<file path="src/rtl/locker_pkg.sv">
// Shared definitions for the digital locker: FSM state encoding, code width
// and default timing constants.
package locker_pkg;

  typedef logic [1:0] state_t;

  localparam state_t StLocked   = 2'd0;
  localparam state_t StUnlocked = 2'd1;
  localparam state_t StSetEntry = 2'd2;
  localparam state_t StLockout  = 2'd3;

  localparam int unsigned DefaultDigits        = 4;
  localparam int unsigned CODE_W               = 4 * DefaultDigits;
  localparam int unsigned DefaultMaxAttempts   = 3;
  localparam int unsigned DefaultLockoutCycles = 16;
  localparam int unsigned DefaultUnlockCycles  = 8;

  // Width of a down-counter able to hold the larger of two cycle counts.
  function automatic int unsigned timer_width(input int unsigned a, input int unsigned b);
    return $clog2(((a > b) ? a : b) + 1);
  endfunction

endpackage

</file>
<file path="src/rtl/keypad_shift_buffer.sv">
// Collects keypad digits MSB-first into a code word; clear wins over a
// simultaneous digit, and digits beyond a full entry are dropped.
module keypad_shift_buffer #(
  parameter int unsigned Digits = 4
) (
  input  logic                  clk,
  input  logic                  rst,
  input  logic                  clear_i,
  input  logic                  digit_valid_i,
  input  logic [3:0]            digit_i,
  output logic [4*Digits-1:0]   code_o,
  output logic [2:0]            count_o,
  output logic                  full_o
);

  logic [4*Digits-1:0] code_q, code_d;
  logic [2:0]          count_q, count_d;

  assign full_o  = (count_q == 3'(Digits));
  assign code_o  = code_q;
  assign count_o = count_q;

  always_comb begin
    code_d  = code_q;
    count_d = count_q;
    if (clear_i) begin
      code_d  = '0;
      count_d = '0;
    end else if (digit_valid_i && !full_o) begin
      code_d      = code_q << 4;
      code_d[3:0] = digit_i;
      count_d     = count_q + 3'd1;
    end
  end

  always_ff @(posedge clk or posedge rst) begin
    if (rst) begin
      code_q  <= '0;
      count_q <= '0;
    end else begin
      code_q  <= code_d;
      count_q <= count_d;
    end
  end

endmodule

</file>
<file path="src/rtl/locker_controller.sv">
// Locker sequencer: checks or programs the keypad code, counts failed attempts,
// and times the unlock window and the lockout period.
module locker_controller import locker_pkg::*; #(
  parameter int unsigned        DIGITS         = DefaultDigits,
  parameter int unsigned        MAX_ATTEMPTS   = DefaultMaxAttempts,
  parameter int unsigned        LOCKOUT_CYCLES = DefaultLockoutCycles,
  parameter int unsigned        UNLOCK_CYCLES  = DefaultUnlockCycles,
  parameter logic [4*DIGITS-1:0] DEFAULT_PW    = '0
) (
  input  logic                  clk,
  input  logic                  rst,
  input  logic [3:0]            A,
  input  logic                  DigitValid,
  input  logic                  SetPasswordButton,
  input  logic                  EnterButton,
  input  logic                  ClearButton,
  output logic [4*DIGITS-1:0]   StoredPassword,
  output logic                  Unlocked,
  output logic                  Alarm,
  output logic                  SetMode,
  output logic [2:0]            DigitCount,
  output logic                  Error
);

  localparam int unsigned TimerW = timer_width(LOCKOUT_CYCLES, UNLOCK_CYCLES);

  state_t              state_q, state_d;
  logic [TimerW-1:0]   timer_q, timer_d;
  logic [2:0]          attempts_q, attempts_d;
  logic [4*DIGITS-1:0] pw_q, pw_d;
  logic                error_q, error_d;

  logic [4*DIGITS-1:0] code;
  logic                full;
  logic                enter;
  logic                in_lockout;

  assign in_lockout = (state_q == StLockout);
  assign enter      = EnterButton && !ClearButton;

  // Every Enter consumes the entry, and the buffer is pinned at zero in lockout.
  keypad_shift_buffer #(
    .Digits (DIGITS)
  ) u_buffer (
    .clk           (clk),
    .rst           (rst),
    .clear_i       (ClearButton || EnterButton || in_lockout),
    .digit_valid_i (DigitValid && !in_lockout),
    .digit_i       (A),
    .code_o        (code),
    .count_o       (DigitCount),
    .full_o        (full)
  );

  always_comb begin
    state_d    = state_q;
    timer_d    = timer_q;
    attempts_d = attempts_q;
    pw_d       = pw_q;
    error_d    = 1'b0;
    case (state_q)
      StLocked: begin
        if (enter) begin
          if (!full) begin
            error_d = 1'b1;
          end else if (code == pw_q) begin
            state_d    = StUnlocked;
            timer_d    = TimerW'(UNLOCK_CYCLES);
            attempts_d = '0;
          end else begin
            error_d    = 1'b1;
            attempts_d = attempts_q + 3'd1;
            if (attempts_d == 3'(MAX_ATTEMPTS)) begin
              state_d = StLockout;
              timer_d = TimerW'(LOCKOUT_CYCLES);
            end
          end
        end
      end
      StUnlocked: begin
        if (SetPasswordButton) begin
          state_d = StSetEntry;
        end else if (timer_q <= TimerW'(1)) begin
          state_d = StLocked;
          timer_d = '0;
        end else begin
          timer_d = timer_q - TimerW'(1);
        end
      end
      StSetEntry: begin
        if (!SetPasswordButton) begin
          state_d = StLocked;
          timer_d = '0;
        end else if (enter) begin
          if (full) begin
            pw_d    = code;
            state_d = StLocked;
            timer_d = '0;
          end else begin
            error_d = 1'b1;
          end
        end
      end
      default: begin
        if (timer_q <= TimerW'(1)) begin
          state_d    = StLocked;
          timer_d    = '0;
          attempts_d = '0;
        end else begin
          timer_d = timer_q - TimerW'(1);
        end
      end
    endcase
  end

  always_ff @(posedge clk or posedge rst) begin
    if (rst) begin
      state_q    <= StLocked;
      timer_q    <= '0;
      attempts_q <= '0;
      pw_q       <= DEFAULT_PW;
      error_q    <= 1'b0;
    end else begin
      state_q    <= state_d;
      timer_q    <= timer_d;
      attempts_q <= attempts_d;
      pw_q       <= pw_d;
      error_q    <= error_d;
    end
  end

  assign StoredPassword = pw_q;
  assign Unlocked       = (state_q == StUnlocked) || (state_q == StSetEntry);
  assign SetMode        = (state_q == StSetEntry);
  assign Alarm          = in_lockout;
  assign Error          = error_q;

endmodule

</file>
<file path="config.mk">
export PLATFORM = sky130hd
export DESIGN_NAME = locker_controller
export DESIGN_NICKNAME = d
export VERILOG_FILES = /design/src/rtl/locker_pkg.sv /design/src/rtl/keypad_shift_buffer.sv /design/src/rtl/locker_controller.sv
export SDC_FILE = /design/constraint.sdc
export NUM_CORES = 1
export LEC_CHECK = 0
export BUFFER_PORTS_ARGS = -buffer_cell sky130_fd_sc_hd__buf_2
export CELL_PAD_IN_SITES_DETAIL_PLACEMENT = 2
export CELL_PAD_IN_SITES_GLOBAL_PLACEMENT = 2
export CORE_ASPECT_RATIO = 0.5
export CORE_MARGIN = 8
export CORE_UTILIZATION = 38
export CTS_BUF_LIST = sky130_fd_sc_hd__clkbuf_2 sky130_fd_sc_hd__clkbuf_4 sky130_fd_sc_hd__clkbuf_8
export DETAILED_ROUTE_END_ITERATION = 7
export HOLD_SLACK_MARGIN = 0.03
export PLACE_DENSITY_LB_ADDON = 0.12
export RECOVER_POWER = 100
export SYNTH_ARGS = -nofsm -noshare
export SYNTH_HDL_FRONTEND = slang
export SYNTH_SLANG_ARGS = --single-unit
</file>
<file path="constraint.sdc">
create_clock -name clk -period 2.4 [get_ports clk]
set_input_delay 0.6 -clock clk [delete_from_list [all_inputs] [get_ports clk]]
set_output_delay 0.6 -clock clk [all_outputs]
set_load 0.03 [all_outputs]
</file>
Word level (Yosys, flattened, before mapping)
Index checks and enable logic that the tools add are counted. W data, S select, Z words.

Add/sub/neg operators: 3. Multiply operators: 0. Div/mod/pow operators: 0. Order comparisons: 1. Equal/unequal tests: 12. Shift operators: 0. Multiplexer cells: 36. Bitwise gates (word level): 1. Reductions and logical operators: 17.

Operators with widths (number): $mux W5 (9); $mux W16 (2); $mux W2 (9); $mux W3 (6); $eq A16 B16 Y1 (1); $pmux W5 S3 (1); $reduce_and A4 Y1 (2); $add A3 B1 Y3 const B (2); $mux W1 (6); $ne A2 B2 Y1 const B (3); $ne A3 B2 Y1 const B (2); $pmux W2 S3 (1); $pmux W3 S2 (1); $reduce_and A6 Y1 (1); $le A5 B1 Y1 const B (1); $reduce_and A5 Y1 (1); $sub A5 B1 Y5 const B (1); $eq A2 B2 Y1 const B (2); $reduce_bool A2 Y1 (2); $eq A3 B2 Y1 const B (1); $eq A3 B3 Y1 const B (1); $logic_and A1 B1 Y1 (3); $logic_not A1 Y1 (3); $logic_or A1 B1 Y1 (3); 6 further kinds (6).

Flip-flop bits (word level): 46. Latch bits: 0. Memory bits (writable): 0. Memory bits (read-only): 0. Input bits: 10. Output and inout bits: 23. Word-level logic and storage cells: 77. Memories kept: 0.

Longest topological paths before layout
Gate-level depths: netlist of run 1.

Word-level depth: 7. Depth in mapped cells: 8. Mapped depth without buffers: 7.

By module
Synthesis of run 1 repeated with hierarchy kept, for this count alone.

Cell total of the unflattened synthesis: 215. Area total of the unflattened synthesis: 2479.9 µm².

Modules (own cells, without submodules): locker_controller (times used 1, cells each 140, area each 1554.0 µm², seq. area each 675.6 µm²); keypad_shift_buffer (times used 1, cells each 75, area each 925.9 µm², seq. area each 475.5 µm²).

Worst setup path before layout of run 1
OpenSTA, ideal clock, no wires.

Path type: register to register. Start: reg pw_q[10] (netlist: StoredPassword[10]). End: reg timer_q[3]. Setup time: 0.128 ns. Arrival: 1.951 ns. Data required time: 2.272 ns. Setup slack: 0.321 ns. Cell stages (with the launch flop): 6. Path buffers: 0. Clock period less this slack: 2.079 ns. Cells stage by stage: dfrtp_1 -> xnor2_1 -> nand4_2 -> o41a_1 -> a21oi_4 -> mux2_1.

Word-level cells in the longest chain between the ends: 5. Elaborated cells on any way between the ends: 7. Classes of those cells: 2 x eq/ne; 4 x mux; 1 x reduce/logical.

RTL lines: start: declaration (RTL line locker_controller.sv:30) `logic [4*DIGITS-1:0] pw_q, pw_d;`; start signal: assignment (RTL line locker_controller.sv:127) `pw_q <= pw_d;`; $eq A16 B16 Y1 (*) (RTL line locker_controller.sv:66) `end else if (code == pw_q) begin`; $mux W5 (RTL line locker_controller.sv:66); $mux W5 (RTL line locker_controller.sv:64) `if (!full) begin`; $mux W5 (RTL line locker_controller.sv:63) `if (enter) begin`; $pmux W5 S3 (RTL line locker_controller.sv:61) `case (state_q)`; end signal: assignment (RTL line locker_controller.sv:125) `timer_q <= timer_d;`; end: declaration (RTL line locker_controller.sv:28) `logic [TimerW-1:0] timer_q, timer_d;`.

Every way passes the cells marked *; elsewhere a longest branch is shown, timed or not. The select of a mux whose other input is x is not followed. A chain may end at the register's enable or synchronous reset.

Worst setup path in the final report of run 1
Start: reg u_buffer.code_q[11] (netlist: u_buffer.code_o[11]). End: reg timer_q[3].

Word-level cells in the longest chain between the ends: 5. Elaborated cells on any way between the ends: 7. Classes of those cells: 2 x eq/ne; 4 x mux; 1 x reduce/logical.

RTL lines: start: declaration (RTL line keypad_shift_buffer.sv:16) `logic [4*Digits-1:0] code_q, code_d;`; start signal: assignment (RTL line keypad_shift_buffer.sv:41) `code_q <= code_d;`; $eq A16 B16 Y1 (*) (RTL line locker_controller.sv:66); $mux W5 (RTL line locker_controller.sv:66); $mux W5 (RTL line locker_controller.sv:64); $mux W5 (RTL line locker_controller.sv:63); $pmux W5 S3 (RTL line locker_controller.sv:61).

Marked as above.

==> results of run 1 <==
[cell type report]
class,count,area (um^2),share of cell area (%)
Tap cell,88,110,4.08
Inverter,11,41.3,1.53
Timing Repair Buffer,38,168,6.21
Clock buffer,5,68.8,2.55
Clock inverter,3,43.8,1.62
Multi-Input combinational cell,167,1120,41.4
Sequential cell,46,1150,42.6
[critical path, cell delays in order (launching register included)]
cell and delay (ps):
sky130_fd_sc_hd__dfrtp_1 450, sky130_fd_sc_hd__xnor2_1 160, sky130_fd_sc_hd__nand4_1 230, sky130_fd_sc_hd__o41a_1 570, sky130_fd_sc_hd__a21oi_2 340, sky130_fd_sc_hd__mux2_1 370
[routing by layer]
layer | track usage [%] | part of all wire, % | vias to the layer above | wire length, um
li1 | - | - | 871 | -
met1 | 17.9 | 46 | 941 | 2950
met2 | 26.7 | 50 | 19 | 3230
met3 | 3.92 | 3.5 | 5 | 222
met4 | 2.88 | 0.45 | 0 | 29
met5 | 0 | 0 | - | 0
[registers in the layout (all words and copies together) (netlist names)]
name / flops
StoredPassword: 16
u_buffer.code_o: 16
timer_q: 5
attempts_q: 3
u_buffer.count_o: 3
state_q: 2
Error: 1
[layout by cell type, fill, tap and decap left out, types with 2 or more instances in the layout]
| cell | Yosys | routed |
|---|---|---|
| sky130_fd_sc_hd__a21o_1 | 2 | 2 |
| sky130_fd_sc_hd__a21oi_1 | 25 | 25 |
| sky130_fd_sc_hd__a22o_1 | 3 | 3 |
| sky130_fd_sc_hd__a32o_1 | 2 | 2 |
| sky130_fd_sc_hd__buf_2 | 1 | 9 |
| sky130_fd_sc_hd__buf_4 | 0 | 3 |
| sky130_fd_sc_hd__clkbuf_1 | 6 | 24 |
| sky130_fd_sc_hd__clkbuf_2 | 0 | 2 |
| sky130_fd_sc_hd__clkbuf_8 | 0 | 5 |
| sky130_fd_sc_hd__dfrtp_1 | 46 | 46 |
| sky130_fd_sc_hd__ha_1 | 10 | 10 |
| sky130_fd_sc_hd__inv_1 | 11 | 11 |
| sky130_fd_sc_hd__mux2_2 | 16 | 16 |
| sky130_fd_sc_hd__mux2i_1 | 2 | 2 |
| sky130_fd_sc_hd__nand2_1 | 50 | 50 |
| sky130_fd_sc_hd__nand2b_1 | 3 | 3 |
| sky130_fd_sc_hd__nand3_1 | 2 | 2 |
| sky130_fd_sc_hd__nand4_1 | 3 | 3 |
| sky130_fd_sc_hd__nor2_1 | 3 | 3 |
| sky130_fd_sc_hd__nor2b_1 | 2 | 2 |
| sky130_fd_sc_hd__nor3_1 | 3 | 3 |
| sky130_fd_sc_hd__o211ai_1 | 2 | 2 |
| sky130_fd_sc_hd__o21ai_0 | 5 | 5 |
| sky130_fd_sc_hd__xnor2_1 | 17 | 17 |
[cell families after synthesis]
family | count (synthesis)
fa+ha+maj | 10
xor+xnor | 18
buf+inv | 18
compound gates | 47
flops | 46
simple gates | 73
mux | 19
[metrics by stage]
step	setup WS, ps	power, W	util, %	instance area [um^2]	hold slack [ps]
5_1_grt	33.2	0.00254	44.8	2700	534
2_1_floorplan	321	0.00156	-	2360	478
4_1_cts	137	0.00246	45.8	2760	483
3_3_place_gp	250	0.00180	44.0	2650	496
3_5_place_dp	173	0.00185	44.0	2650	520
6_report	170	0.00238	44.8	2700	525
[power by group]
part,switching [W],internal (W)
combinational,0.000550,0.000329
clock,0.000281,0.000313
sequential,0.0000661,0.000844
[worst max path at each step]
stage | cells after the start | slack (ps) | to | from
floorplan | 5 | 320 | timer_q[3]$_DFFE_PP0P_ | StoredPassword[10]$_DFFE_PP0P_
global placement | 5 | 250 | timer_q[3]$_DFFE_PP0P_ | u_buffer.code_o[11]$_DFFE_PP0P_
detailed placement | 5 | 170 | timer_q[3]$_DFFE_PP0P_ | u_buffer.code_o[11]$_DFFE_PP0P_
CTS | 5 | 140 | timer_q[3]$_DFFE_PP0P_ | u_buffer.code_o[11]$_DFFE_PP0P_
global route | 5 | 30 | timer_q[3]$_DFFE_PP0P_ | u_buffer.code_o[1]$_DFFE_PP0P_
finish | 5 | 170 | timer_q[3]$_DFFE_PP0P_ | u_buffer.code_o[11]$_DFFE_PP0P_
==> impl_summary.md, run 1 <==
Yosys
The cell taking the most area after synthesis is sky130_fd_sc_hd__dfrtp_1. A synthesized cell averages about 10 um^2. For this run, the register share of the synthesized area comes to 48.7%. The xor/xnor share of the synthesized area is under 10%.

Yosys mapped the design onto 38 distinct sky130hd cell types. The dominant synthesized flop cell is sky130_fd_sc_hd__dfrtp_1. The most instantiated library cell after synthesis is sky130_fd_sc_hd__nand2_1. The multiplexer share of the synthesized area is 8.95%.

By area, the combinational part of the netlist is dominated by simple AND/OR/NAND/NOR gates. Counting instances in the post-synthesis netlist gives the leading cell types as 50 x sky130_fd_sc_hd__nand2_1, 46 x sky130_fd_sc_hd__dfrtp_1, 25 x sky130_fd_sc_hd__a21oi_1. Summing the areas of all fa, ha and maj instances in the mapped netlist gives 5.29% of the synthesized area. Yosys attributes the largest share of cell area to sky130_fd_sc_hd__dfrtp_1 49%, sky130_fd_sc_hd__nand2_1 7.9%, sky130_fd_sc_hd__mux2_2 7.6%. The share of synthesized flip-flops with an asynchronous set or reset is 100%. The synthesized-area fraction occupied by and/or/nand/nor cells is 14.0%. The cell count after synthesis is 231. The share of synthesized area in the top cell type comes to 48.7%. The net count after synthesis is 251.

In this run, synthesis inferred 0 flip-flops with an integrated enable. The summed instance area of the synthesized netlist is ~2400 um^2. During synthesis, Yosys emitted a total of 0 warnings. The number of synthesized register bits is 46.

The synthesized-area fraction occupied by ao, oa, aoi and oai cells is roughly 13%.

Timing
Counting I/O delays and the setup requirement, the final critical path takes 2230 ps. The number of max-slew violations in the final report is 0. The clock skew after layout is approximately 6.0 ps. Setup repair after global routing left no endpoint under its margin. The number of hold violations in the final report is 0.

Summed over all failing endpoints, the final setup total negative slack is 0 ps. The slew at the pin closest to its max-slew limit is 1210 ps. The final critical path takes up slightly above 90% of the cycle. The number of setup violations in the final report is 0. The worst slew margin relative to its limit is 19.6%. Timing would allow up to ~450 MHz.

Cells and area
The number of antenna diodes in the final layout is 0. Once layout is complete, the cells apart from fillers number about 360. The number of nets in the layout is a little under 300.

After filler insertion, the fill cell instance count of the layout stands at 651. From synthesis to final layout, the design area changed by 14.2%. Cells with a size suffix above 1 make up 14.8% of the layout.

Min path
The number of instances on the worst hold path is 3. In this run the worst hold path is classified as in2reg. The sink of the worst hold path is u_buffer.code_o[3]$_DFFE_PP0P_.

The worst hold path begins at A[3].

Critical path
The kind of start point of the critical path is a register. The endpoint of the worst-slack reg-to-reg timing path is timer_q[3]$_DFFE_PP0P_. Along the worst path, the maximum fanout reaches 5. At the worst endpoint, the required time is 2580 ps. The depth of the worst register-to-register path is 5.

For flop-to-flop paths, the worst setup slack is 170 ps. The worst register-to-register path begins at u_buffer.code_o[11]$_DFFE_PP0P_. The worst setup path is of the reg2reg kind. The worst setup path is captured at a register.

STA puts the critical path data arrival time at 2410 ps.

Global route
The first global-routing pass estimated between 10 and 15 mm of wire. Entering global routing, the biggest net connects 47 pins. The number of global-route vias before repair is 2,113.

For this run, the total global-route usage over all layers was measured as between 10% and 20%. The number of antenna violations at the first check in global routing came to 0. Global routing finished with a remaining overflow of 0.

Die
The I/O pin total is 33. The chip height is 71.8 um. The die area is 9150 um^2. Once the floorplan was initialized, standard cells occupied between 30% and 40% of the core. The number of placement rows is 20. The horizontal die dimension is approximately 130 um. The total area inside the core boundary comes to 6030 um^2.

Placed design
Once detailed placement completed, the half-perimeter wirelength came to 4.72 mm. During placement, the flow inserted port buffers numbering 32. Counting tap cells, the placed design contains a total of 350 instances. The global placement routability congestion is about 0.78.

Clock tree
The CTS tree is built. The post-cts gate resize count is 0. The count of hold-fix buffers inserted at cts is 0. The clock latency reported for the late side of the worst-skew pair is 300 ps. The maximum clock path buffer count is 2. In this run the number of H-tree levels came out at 2. The count of clock tree sinks is between 40 and 50. The post-CTS setup buffer count is 0.

The buffer cell driving the clock tree root is sky130_fd_sc_hd__clkbuf_8. The clock transition time at the flip-flop clock pins of the worst setup and hold paths is 90 ps. Clock tree synthesis inserted a total of 5 buffers.

Routing
The average wire length per cell after detail routing is ~18 um. The count of nets left with antenna violations once routing finished came out at 0. The violation count after the first detailed-routing iteration is 48. Summed over all layers, the routed wires come to 6.43 mm. The routed layout has 1,836 vias. In the routed design, unresolved DRC markers number 0. Dividing the detail-routed via count by the number of cells gives slightly above 5. The first TritonRoute pass finished after 4 iterations.

Power
IR analysis of the VDD net gives a maximum drop of 0.000238 V. Power spread over the standard cell area amounts to 883 nW/um^2. In this run the static leakage power is 1.19 nW.

Status
The run finished with clean final reports.

Run
The tool flagged a number of max-cap violations equal to 0.
(Power assumes the default switching activity.)
==> run 2, diff against run 1 <==
Settings changed: CORE_UTILIZATION 38 to 36, CTS_BUF_LIST sky130_fd_sc_hd__clkbuf_2 sky130_fd_sc_hd__clkbuf_4 sky130_fd_sc_hd__clkbuf_8 to sky130_fd_sc_hd__clkbuf_16.
==> run 2 against run 1 <==
Clock power is 14% higher. Largest cell class unchanged. Sequential power is 1% higher. Worst setup slack better by 56 ps. Cell area is 2.0% higher. Die area is 4.6% higher. Total power is 5.8% higher. Clock skew hardly changed. Utilization is 2.5 points lower. Register-to-register slack better by 60 ps. Via count hardly changed. Clock-buffer cell count stayed put.
==> impl_summary.md, run 2 (same netlist as run 1, synthesis figures left out) <==
Status
The flow ran to the end, and the final reports show no timing, DRC or antenna violations.

Routing
The violation count after the first detailed-routing iteration is between 60 and 70. The detail route stage leaves a number of antenna-violating nets equal to 0. The final layout contains routed wiring with a total length of 6.78 mm. Dividing the detail-routed via count by the number of cells gives about 5. For this run, the detailed router's first-pass iteration total came to 4. The DRC violations left is 0. The via count of the routed design is 1,837. The average wire length per cell after detail routing is 18.8 um.

Timing
For the pin with the worst max-slew slack, the measured transition is 1180 ps. The sum of negative setup slack is 0 ps. The clock skew after layout is 6.21 ps.

Static timing analysis puts the maximum clock frequency at between 400 and 500 MHz. The number of max-slew violations in the final report is 0. The number of setup violations in the final report is 0. The final clock period utilization by the worst path is 90.6%.

The worst pin sits at a relative slew slack of 21.2%. The post-layout minimum cycle time is approximately 2200 ps. The number of hold violations in the final report is 0. Setup repair after global routing left no endpoint under its margin.

Placed design
Detailed placement ended at an HPWL of 5.18 mm. The number of port buffers is 32. At the end of routability-driven placement, the weighted congestion stood at around 0.75.

Global route
The largest net degree at the start of global routing is 47. The number of global-route vias before repair came to 2,108. The aggregate global routing overflow is 0.

The number of antenna violations at the first check in global routing is 0. The global-route usage over all layers is 15.6%. The first global-routing pass estimated 11.3 mm of wire.

Cells and area
The number of nets in the layout is 288. Of the cells placed in the final design, the portion with a size suffix greater than 1 is 14.9%. From synthesis to final layout, the design area changed by 16.5%. The library cells used most frequently in the layout, excluding fill and tap cells, are 50 x sky130_fd_sc_hd__nand2_1, 46 x sky130_fd_sc_hd__dfrtp_1, 25 x sky130_fd_sc_hd__a21oi_1. The number of antenna cells inserted is 0.

At the end of the flow the core is filled with cells to 42.3%. Leaving out fill and tap cells, the most frequent cell in the layout is sky130_fd_sc_hd__nand2_1.

Min path
The sink of the worst hold path is attempts_q[0]$_DFFE_PP0P_. In this run the worst hold path is classified as reg2reg. Along the worst hold path, the cell count comes to 1.

In this run the most critical hold path is launched from attempts_q[0]$_DFFE_PP0P_.

Critical path
The class of the most critical setup path is reg2reg. The endpoint of the worst-slack reg-to-reg timing path is timer_q[3]$_DFFE_PP0P_. The kind of start point of the critical path is a register. The start point of the critical path is u_buffer.code_o[4]$_DFFE_PP0P_. The category of the worst setup path capture point is a register.

The depth of the worst register-to-register path is 5. The data arrival at the endpoint of the critical path is 2350 ps. The worst register-to-register path begins at u_buffer.code_o[4]$_DFFE_PP0P_. Setup slack on the worst reg-to-reg path comes out at ~230 ps. The required time of the critical path is approximately 2600 ps.

In this run the worst path has a maximum fanout of 5.

Power
The power per standard cell area is 916 nW/um^2. The leakage dissipation is around 1.2 nW. The maximum VDD drop is 0.000444 V.

Clock tree
The clock latency reported for the late side of the worst-skew pair is about 290 ps. The post-cts gate resize count is 0. TritonCTS built the clock tree.

CTS placed an instance of sky130_fd_sc_hd__clkbuf_16 at the clock tree root. Buffers inserted during clock tree synthesis total 5. The maximum clock path buffer count is 2. Counting every sink on the clock net gives 46. After clock tree synthesis, the clock-pin slew on the worst setup and hold paths is 70 ps. The count of hold-fix buffers inserted at cts is 0.

The clock tree synthesis step divided the H-tree into 2 levels. The post-CTS setup buffer count is 0.

Die
For this design the top-level I/O count stands at 33. The initialized floorplan defines 21 standard-cell rows. The horizontal die dimension is ~130 um. Once the floorplan was initialized, standard cells occupied a little over a third of the core. The core region area is 6520 um^2. Measured along the y axis, the die boundary spans 73.3 um.

The die covers between 9000 and 10,000 um^2.

Run
The number of max-cap violations is 0.
[run 2: changes by cell type in the layout (fill, tap and decap cells not counted), sizes merged]
cell / delta
clkinv: +1
clkinvlp: +1
bufinv: -1
buf: -1
inv: -1
[run 2: worst max path at each step]
stage                     slack [ps]                      to  cells past startpoint
after floorplan                  320  timer_q[3]$_DFFE_PP0P_                      5
after global placement           270  timer_q[3]$_DFFE_PP0P_                      5
after detailed placement         240  timer_q[3]$_DFFE_PP0P_                      5
after CTS                        210  timer_q[3]$_DFFE_PP0P_                      5
after global routing              90  timer_q[3]$_DFFE_PP0P_                      5
final                            230  timer_q[3]$_DFFE_PP0P_                      5
[run 2: stage by stage]
step	hold WS, ps	std cells	cell area (um^2)	total power (W)	worst slack [ps]
floorplan	478	231	2360	0.00156	321
global placement	514	353	2650	0.00184	269
detailed placement	530	353	2650	0.00187	244
CTS	486	361	2790	0.00257	208
global route	554	361	2750	0.00270	91.3
finish	555	361	2750	0.00252	226
[run 2: per-layer routing]
metal  vias up  wire (um)  track usage, %  share of wire [%]
li1        867          -               -                  -
met1       939       3560            21.5                 53
met2        26       2930            23.7                 43
met3         5        229            4.42                3.4
met4         0         52            3.53               0.77
met5         -          0               0                  0
[run 2: power breakdown]
part	total (W)	internal, W	leakage, nW	switching (W)
Clock	0.000677	0.000380	0.0672	0.000296
Combinational	0.000926	0.000342	0.513	0.000584
Sequential	0.000919	0.000845	0.632	0.0000735
[run 2: worst max-delay path, stage by stage, from the launching register on]
cell	delay [ps]
sky130_fd_sc_hd__dfrtp_1	410
sky130_fd_sc_hd__xnor2_1	250
sky130_fd_sc_hd__nand4_1	230
sky130_fd_sc_hd__o41a_1	540
sky130_fd_sc_hd__a21oi_4	270
sky130_fd_sc_hd__mux2_1	350
[run 2: layout make-up]
cell class                 instances  area [um^2]
multi-input combinational        167         1140
fill                             732         3760
tap                               92          115
clock buffer                       5          125
inverter                          11         41.3
timing repair buffer              37          161
clock inverter                     3         16.3
sequential                        46         1150
